===== src/rtl/spi_slave_regctl.sv =====
// Register-bus burst controller behind spi_slave: command byte + data bytes per ssn frame.
// Optional SPI_REGCTL_AUTOINC_EN: advance the register address after every data byte.
module spi_slave_regctl #(
    parameter int unsigned AW        = 7,
    parameter bit          CPOL      = 1'b0,
    parameter bit          CPHA      = 1'b0,
    parameter logic [7:0]  STAT_BYTE = 8'h5A
) (
    input  logic          clk,
    input  logic          rst_n,
    input  logic          ssn,
    input  logic [7:0]    data_r_s,
    input  logic          data_finish_s,
    output logic [7:0]    data_s,
    output logic [7:0]    spcon_s,
    output logic [AW-1:0] reg_addr,
    output logic [7:0]    reg_wdata,
    output logic          reg_we,
    output logic          reg_re,
    input  logic [7:0]    reg_rdata,
    output logic          busy,
    output logic          ovr,
    output logic          burst_done
);

    typedef enum logic [2:0] {IDLE, CMD, WR, RD_FETCH, RD_WAIT, RD_DATA} state_t;

    state_t        state, state_nxt;
    logic          ssn_meta, ssn_s, ssn_q, fin_q;
    logic          fin, ssn_fall, ssn_rise;
    logic [AW-1:0] addr, addr_nxt, addr_adv;
    logic [7:0]    data_s_nxt, reg_wdata_nxt;
    logic [AW-1:0] reg_addr_nxt;
    logic          reg_we_nxt, reg_re_nxt, busy_nxt, ovr_nxt, burst_done_nxt;

    assign spcon_s = {5'b0, CPOL, CPHA, 1'b0};

`ifdef SPI_REGCTL_AUTOINC_EN
    assign addr_adv = addr + AW'(1);
`else
    assign addr_adv = addr;
`endif

    // ssn synchronizer plus edge history for ssn_s and data_finish_s
    always_ff @(posedge clk or negedge rst_n) begin
        if (!rst_n) begin
            ssn_meta <= 1'b1;
            ssn_s    <= 1'b1;
            ssn_q    <= 1'b1;
            fin_q    <= 1'b0;
        end else begin
            ssn_meta <= ssn;
            ssn_s    <= ssn_meta;
            ssn_q    <= ssn_s;
            fin_q    <= data_finish_s;
        end
    end

    assign fin      = data_finish_s & ~fin_q;
    assign ssn_fall = ssn_q & ~ssn_s;
    assign ssn_rise = ~ssn_q & ssn_s;

    always_ff @(posedge clk or negedge rst_n) begin
        if (!rst_n) state <= IDLE;
        else        state <= state_nxt;
    end

    always_comb begin
        state_nxt = state;
        case (state)
            IDLE:     if (ssn_fall) state_nxt = CMD;
            CMD:      if (fin) state_nxt = data_r_s[7] ? RD_FETCH : WR;
            WR:       state_nxt = WR;
            RD_FETCH: state_nxt = RD_WAIT;
            RD_WAIT:  state_nxt = RD_DATA;
            RD_DATA:  if (fin) state_nxt = RD_FETCH;
            default:  state_nxt = IDLE;
        endcase
        if (state != IDLE && ssn_rise) state_nxt = IDLE;
    end

    // Next values of the registered outputs; a fetch is launched on entry to RD_FETCH
    always_comb begin
        addr_nxt       = addr;
        data_s_nxt     = data_s;
        reg_addr_nxt   = reg_addr;
        reg_wdata_nxt  = reg_wdata;
        reg_we_nxt     = 1'b0;
        reg_re_nxt     = 1'b0;
        ovr_nxt        = 1'b0;
        burst_done_nxt = 1'b0;
        busy_nxt       = (state_nxt != IDLE);
        case (state)
            CMD: begin
                if (fin) begin
                    addr_nxt = data_r_s[AW-1:0];
                    if (data_r_s[7] && !ssn_rise) begin
                        reg_re_nxt   = 1'b1;
                        reg_addr_nxt = data_r_s[AW-1:0];
                    end
                end
            end
            WR: begin
                if (fin) begin
                    reg_we_nxt    = 1'b1;
                    reg_wdata_nxt = data_r_s;
                    reg_addr_nxt  = addr;
                    addr_nxt      = addr_adv;
                end
            end
            RD_FETCH: ovr_nxt = fin;
            RD_WAIT: begin
                ovr_nxt    = fin;
                data_s_nxt = reg_rdata;
                addr_nxt   = addr_adv;
            end
            RD_DATA: begin
                if (fin && !ssn_rise) begin
                    reg_re_nxt   = 1'b1;
                    reg_addr_nxt = addr;
                end
            end
            default: ;
        endcase
        if (ssn_rise && state != IDLE && state != CMD) burst_done_nxt = 1'b1;
        if (state_nxt == IDLE) data_s_nxt = STAT_BYTE;
    end

    always_ff @(posedge clk or negedge rst_n) begin
        if (!rst_n) begin
            addr       <= '0;
            data_s     <= STAT_BYTE;
            reg_addr   <= '0;
            reg_wdata  <= '0;
            reg_we     <= 1'b0;
            reg_re     <= 1'b0;
            busy       <= 1'b0;
            ovr        <= 1'b0;
            burst_done <= 1'b0;
        end else begin
            addr       <= addr_nxt;
            data_s     <= data_s_nxt;
            reg_addr   <= reg_addr_nxt;
            reg_wdata  <= reg_wdata_nxt;
            reg_we     <= reg_we_nxt;
            reg_re     <= reg_re_nxt;
            busy       <= busy_nxt;
            ovr        <= ovr_nxt;
            burst_done <= burst_done_nxt;
        end
    end

endmodule


===== config.mk =====
export PLATFORM = sky130hd
export DESIGN_NAME = spi_slave_regctl
export DESIGN_NICKNAME = d
export VERILOG_FILES = /design/src/rtl/spi_slave_regctl.sv
export SDC_FILE = /design/constraint.sdc
export NUM_CORES = 1
export LEC_CHECK = 0
export ABC_AREA = 1
export BUFFER_PORTS_ARGS = -buffer_cell sky130_fd_sc_hd__buf_2
export CAP_MARGIN = 10
export CORE_MARGIN = 8
export CORE_UTILIZATION = 51
export DETAILED_ROUTE_END_ITERATION = 10
export GPL_TIMING_DRIVEN = 0
export PLACE_DENSITY = 0.84
export SLEW_MARGIN = 10
export SYNTH_ARGS = -nofsm -noshare
export SYNTH_HDL_FRONTEND = slang
export SYNTH_SLANG_ARGS = --single-unit

===== constraint.sdc =====
create_clock -name clk -period 1.8 [get_ports clk]
set_input_delay 0.18 -clock clk [delete_from_list [all_inputs] [get_ports clk]]
set_output_delay 0.18 -clock clk [all_outputs]
set_load 0.03 [all_outputs]

* After elaboration in Yosys (flattened, before gate mapping)
Index checks and enable logic that the tools add are counted.
** Cells by class
- Reduce and logical (&&, ||, !) cells :: 15
- Equality and inequality tests :: 10
- Bitwise operators :: 6
- Mux-type cells :: 21
** Operators by type and width (count)
- two-way mux 7 bit :: 4
- case mux 7 bit (3 select lines) :: 1
- case mux 3 bit (6 select lines) :: 1
- two-way mux 8 bit :: 2
- two-way mux 3 bit :: 4
- nonzero test 3 bit :: 3
- two-way mux 1 bit :: 8
- != test 2 bit, second input constant :: 4
- equality test 3 x 2 -> 1 bit, second input constant :: 2
- equality test 3 bit, second input constant :: 2
- zero test 3 bit :: 2
- AND reduction 5 bit :: 1
- logical AND 1 bit :: 4
- AND reduction 2 bit :: 2
- bitwise AND 1 bit :: 3
- equality test 3 x 1 -> 1 bit, second input constant :: 1
- != test 3 x 1 -> 1 bit, second input constant :: 1
- NOT 1 bit :: 3
- case mux 1 bit (2 select lines) :: 1
- nonzero test 2 bit :: 1
- OR reduction 2 bit :: 1
- zero test 1 bit :: 1
** Storage, ports and cells
- Register bits :: 42
- Output and inout port bits :: 36

* Longest topological paths before layout
- Word-level depth :: 7
- Depth in mapped cells :: 9

* Worst setup path before layout
OpenSTA, ideal clock, no wires.
- Kind :: reg2reg
- Start :: reg state[2]
- End :: reg data_s[0]
- Required time :: 1682 ps
- Cell stages (with the launch flop) :: 10
- Data arrival time :: 1156 ps
- Setup time :: 118 ps
- Path slack :: 525 ps
- Buffers on the path :: 1
- Period minus slack after synthesis :: 1275 ps
- Path through :: dfrtp_1 buf_4 inv_2 nor2_1 inv_1 nand2_1 nor2_1 nor2_4 nor2_4 nor2_2
** On the way
- Longest elaborated chain between the ends :: 5
** RTL lines
- start: declaration :: line 28 : state_t state, state_nxt;
- start signal: assignment :: line 65 : else state <= state_nxt;
- equality test 3 bit, or another cell as far along :: line 70 : case (state)
- case mux 3 bit (6 select lines) or logical AND 1 bit (tied branches) :: line 70, 79
- two-way mux 3 bit * :: line 79 : if (state != IDLE && ssn_rise) state_nxt = IDLE;
- via state_nxt[0] :: line 28
- zero test 3 bit * :: line 126 : if (state_nxt == IDLE) data_s_nxt = STAT_BYTE;
- two-way mux 8 bit or nonzero test 2 bit (tied branches)
- end signal: assignment :: line 142 : data_s <= data_s_nxt;
- end: declaration :: line 14 : output logic [7:0] data_s,
Mark *: on every way through the listed nets, which the timed path passes. The rest lies on a longest branch.
A chain may end at the register's enable or synchronous reset.

* Worst setup path in the final report
- Start :: reg ssn_q
- End :: reg reg_addr[3]
** On the way
- Longest elaborated chain between the ends :: 6
** RTL lines
- start: declaration :: line 29 : logic ssn_meta, ssn_s, ssn_q, fin_q;
- start signal: assignment :: line 54 : ssn_q <= ssn_s;
- NOT 1 bit * :: line 61 : assign ssn_rise = ~ssn_q & ssn_s;
- bitwise AND 1 bit * :: line 61
- zero test 1 bit * :: line 97, 118
- logical AND 1 bit, on equally long branches :: line 118, 97
- != test 2 bit (no source line)
- AND reduction 5 bit (no source line) *
- end signal: assignment :: line 143 : reg_addr <= reg_addr_nxt;
- end: declaration :: line 16 : output logic [AW-1:0] reg_addr,
Mark *: on every way between the ends. The rest lies on a longest branch, timed or not.

==> results by group <==
Route
  – Starting DRC count in detailed routing: 86
  – Routed wire length: between 3 and 4 mm
  – Routed vias/inst: approximately 4.5
  – Post-DR wirelength/cell: about 12 microns
  – Residual DRC: 0
  – First-pass DRT Iterations: 4
  – Via count: between 1000 and 1500
  – Number of nets with antenna violations after detailed routing: 0

Setup path
  – Most frequent CP cell: nand2_1
  – Worst path cell trace: inv_1 -> nand2_1 -> o21ai_0 -> o21ai_0 -> nand2_2 -> inv_4 -> nand2_1 -> nand2_1
  – Worst r2r dst: reg_addr[3]
  – Setup crit end: reg_addr[3]
  – Worst EP required: just over 2 ns
  – CP arrival: between 1.5 and 2 ns
  – Max incr delay on CP: approximately 0.51 ns
  – FF-to-FF path depth: 8
  – CP startpoint: ssn_q
  – CP Class: reg -> reg
  – Crit path max fanout: 8
  – R2R Path Start: ssn_q
  – Critical Path Sink Type: register
  – CP startpoint kind: register
  – FF-to-FF setup slack: 0.35 ns
  – CP max-delay cell: dfstp_2

STA
  – RSZ-0062 raised after global routing: no
  – FMAX: just under 0.7 GHz
  – Clock Skew: roughly 0.0032 ns
  – Setup violations, final: 0
  – Pins Over Slew Limit: 0
  – Post-route clock period utilization: 0.808
  – Worst-Margin Slew: approximately 0.86 ns
  – Final WS setup: 0.346 ns
  – Hold Fails Final Rpt: 3
  – Final worst path period need: about 1.5 ns
  – Setup TNS: 0 ns
  – Hold WS: -0.00250 ns
  – Relative slew slack: 0.429

Clocking
  – CTS Buffer Depth: 2
  – Clock sinks: between 40 and 50
  – CTS Buf Count: 5
  – CTS tree: built
  – Post_cts resized: 0
  – Clock latency on the worst-skew pair: 0.28 ns
  – Clock slew at reported path FFs: roughly 0.07 ns
  – Clock Tree Root: clkbuf_8
  – H-tree depth: 2

Yosys
  – Synth warn: 0
  – Post-synthesis sequential area ratio: 0.563
  – FF+latch count, synth: 42
  – Mapped Area: 1880 sq um
  – Count of different cell masters after synthesis: 23
  – Synthesized area per cell: between 9 and 10 sq um
  – Post-Syn Instances: about 210

Cells and area
  – Share of layout cells above drive strength 1: 0.342
  – Post-Layout Cell Count: 320
  – Fin nets: 291
  – Fillers: 325
  – Core Util, Final: 0.636
  – Syn-to-layout area delta: 21.9%
  – ANT cells: 0

Flow run
  – Max capacitance violation total: 0

GRT
  – Initial antenna violation count: 0
  – Largest net degree at the start of global routing: 43
  – Global Route Usage Sum: 0.137
  – First-pass GRT wire length: 6.69 mm
  – Total grt overflow: 0
  – Vias in the first global route: ~1500

Power and ir drop
  – Pwr per Cell Area: 1770 nW/um^2
  – Worst IR Drop VDD: 0.850 mV
  – Leak Pwr: 1.31 nW

Placed design
  – GP Congestion: about 0.83
  – Detailed Place HPWL: 2.91 mm
  – Number of buffer cells added on primary ports: 47
  – Dpl ws: about 0.35 ns
  – Cells after DPL: approximately 310

Floorplanning
  – Die Wd: around 77 microns
  – Die height: 76.8 microns
  – Die Area: approximately 5900 sq um
  – Initial Util: 0.522
  – # rows: 22
  – Core ar.: 3610 sq um
  – I/O pins: 56

Run status
  – Status: finished, violations left
  – Failing checks: negative hold slack

Hold path
  – Worst Hold Class: in -> async
placed cells by master (no fill, tap or decap), drive strengths merged:
cell type	n
o21ai	25
mux2i	4
nand4	1
a21oi	1
dfrtp	35
dfstp	7
nor2	15
nand2	73
clkbuf	8
buf	59
conb	8
dlygate4sd3	1
nand3	10
inv	25
kinds of logic after synthesis:
kind of cell / synth area share
mux: 0.0213
buf+inv: 0.0983
simple gates: 0.245
flops: 0.563
compound gates: 0.0711
other cells: 0.00199
through the flow:
step                      cell area [sq um]  total power [W]  hold slack [ns]
after floorplan                        1910          0.00303           -0.116
after global placement                 2200          0.00348            0.286
after detailed placement               2200          0.00355            0.286
after CTS                              2290          0.00411           0.0159
after global routing                   2290          0.00439           0.0337
final                                  2290          0.00406         -0.00250
cell type report:
class / count / area (sq um) / share of cell area
Sequential cell: 42 / 1060 / 0.462
Multi-Input combinational cell: 137 / 664 / 0.290
Timing Repair Buffer: 48 / 245 / 0.107
Inverter: 25 / 96.3 / 0.0420
Buffer: 12 / 88.8 / 0.0387
Clock buffer: 8 / 80.1 / 0.0349
Tap cell: 48 / 60.1 / 0.0262
synthesized netlist by cell type:
library cell / number / area, sq um
mux2i_1: 4 / 40.0
nand3_1: 7 / 35.0
o21ai_2: 1 / 8.76
o21ai_0: 9 / 45.0
nand4_2: 1 / 12.5
nor2_4: 3 / 33.8
nor2_1: 8 / 30.0
nor2_2: 4 / 25.0
dfrtp_1: 35 / 876
conb_1: 1 / 3.75
inv_4: 1 / 6.26
inv_1: 21 / 78.8
buf_2: 2 / 10.0
buf_4: 9 / 67.6
o21ai_1: 15 / 75.1
dfstp_2: 7 / 184
a21oi_1: 1 / 5.00
nand2_4: 1 / 11.3
nand2_2: 5 / 31.3
buf_6: 1 / 11.3
nand3_2: 3 / 30.0
nand2_1: 67 / 251
inv_2: 3 / 11.3
sequential cells by signal (all words and copies together), names as in the netlist, 3 cells and up:
| name | cells |
|---|---|
| addr | 7 |
| data_s | 8 |
| reg_addr | 7 |
| reg_wdata | 8 |
| state | 3 |
worst min path at each step:
stage / startpoint / to / cells past startpoint / slack [ns]
2_1_floorplan: rst_n / addr[0] / 0 / -0.12
3_3_place_gp: ssn / ssn_meta / 1 / 0.29
3_5_place_dp: ssn / ssn_meta / 1 / 0.29
4_1_cts: data_finish_s / fin_q / 1 / 0.02
5_1_grt: data_finish_s / fin_q / 1 / 0.03
6_report: rst_n / data_s[7] / 1 / -0.002
critical path, delay by kind of cell (launching register included):
family	cells	cell delay, ns
AO/OA/AOI/OAI	2	0.35
flip-flops	1	0.51
AND/OR/NAND/NOR	4	0.34
buffers and inverters	2	0.18
what timing repair did:
action | 4_1_cts | 5_1_grt
endpoints found under the setup margin | 0 | 0
hold buffers | 1 | 0
endpoints found under the hold margin | 1 | 0
buffers inserted | 0 | 0
power breakdown:
group / leakage (nW) / switching (W) / internal [W]
Combinational: 0.745 / 0.00139 / 0.000611
Clock: 0.0395 / 0.000275 / 0.000275
Sequential: 0.524 / 0.000192 / 0.00132
Total: 1.31 / 0.00185 / 0.00221
per-layer routing:
| layer | global-route usage | part of all wire | vias to the layer above |
|---|---|---|---|
| met1 | 0.159 | 0.44 | 651 |
| met5 | 0 | 0 | - |
| met3 | 0.0490 | 0.064 | 4 |
| li1 | - | - | 753 |
| met2 | 0.224 | 0.48 | 36 |
| met4 | 0.0577 | 0.017 | 0 |
No activity file was read; power rests on OpenSTA's default activity.
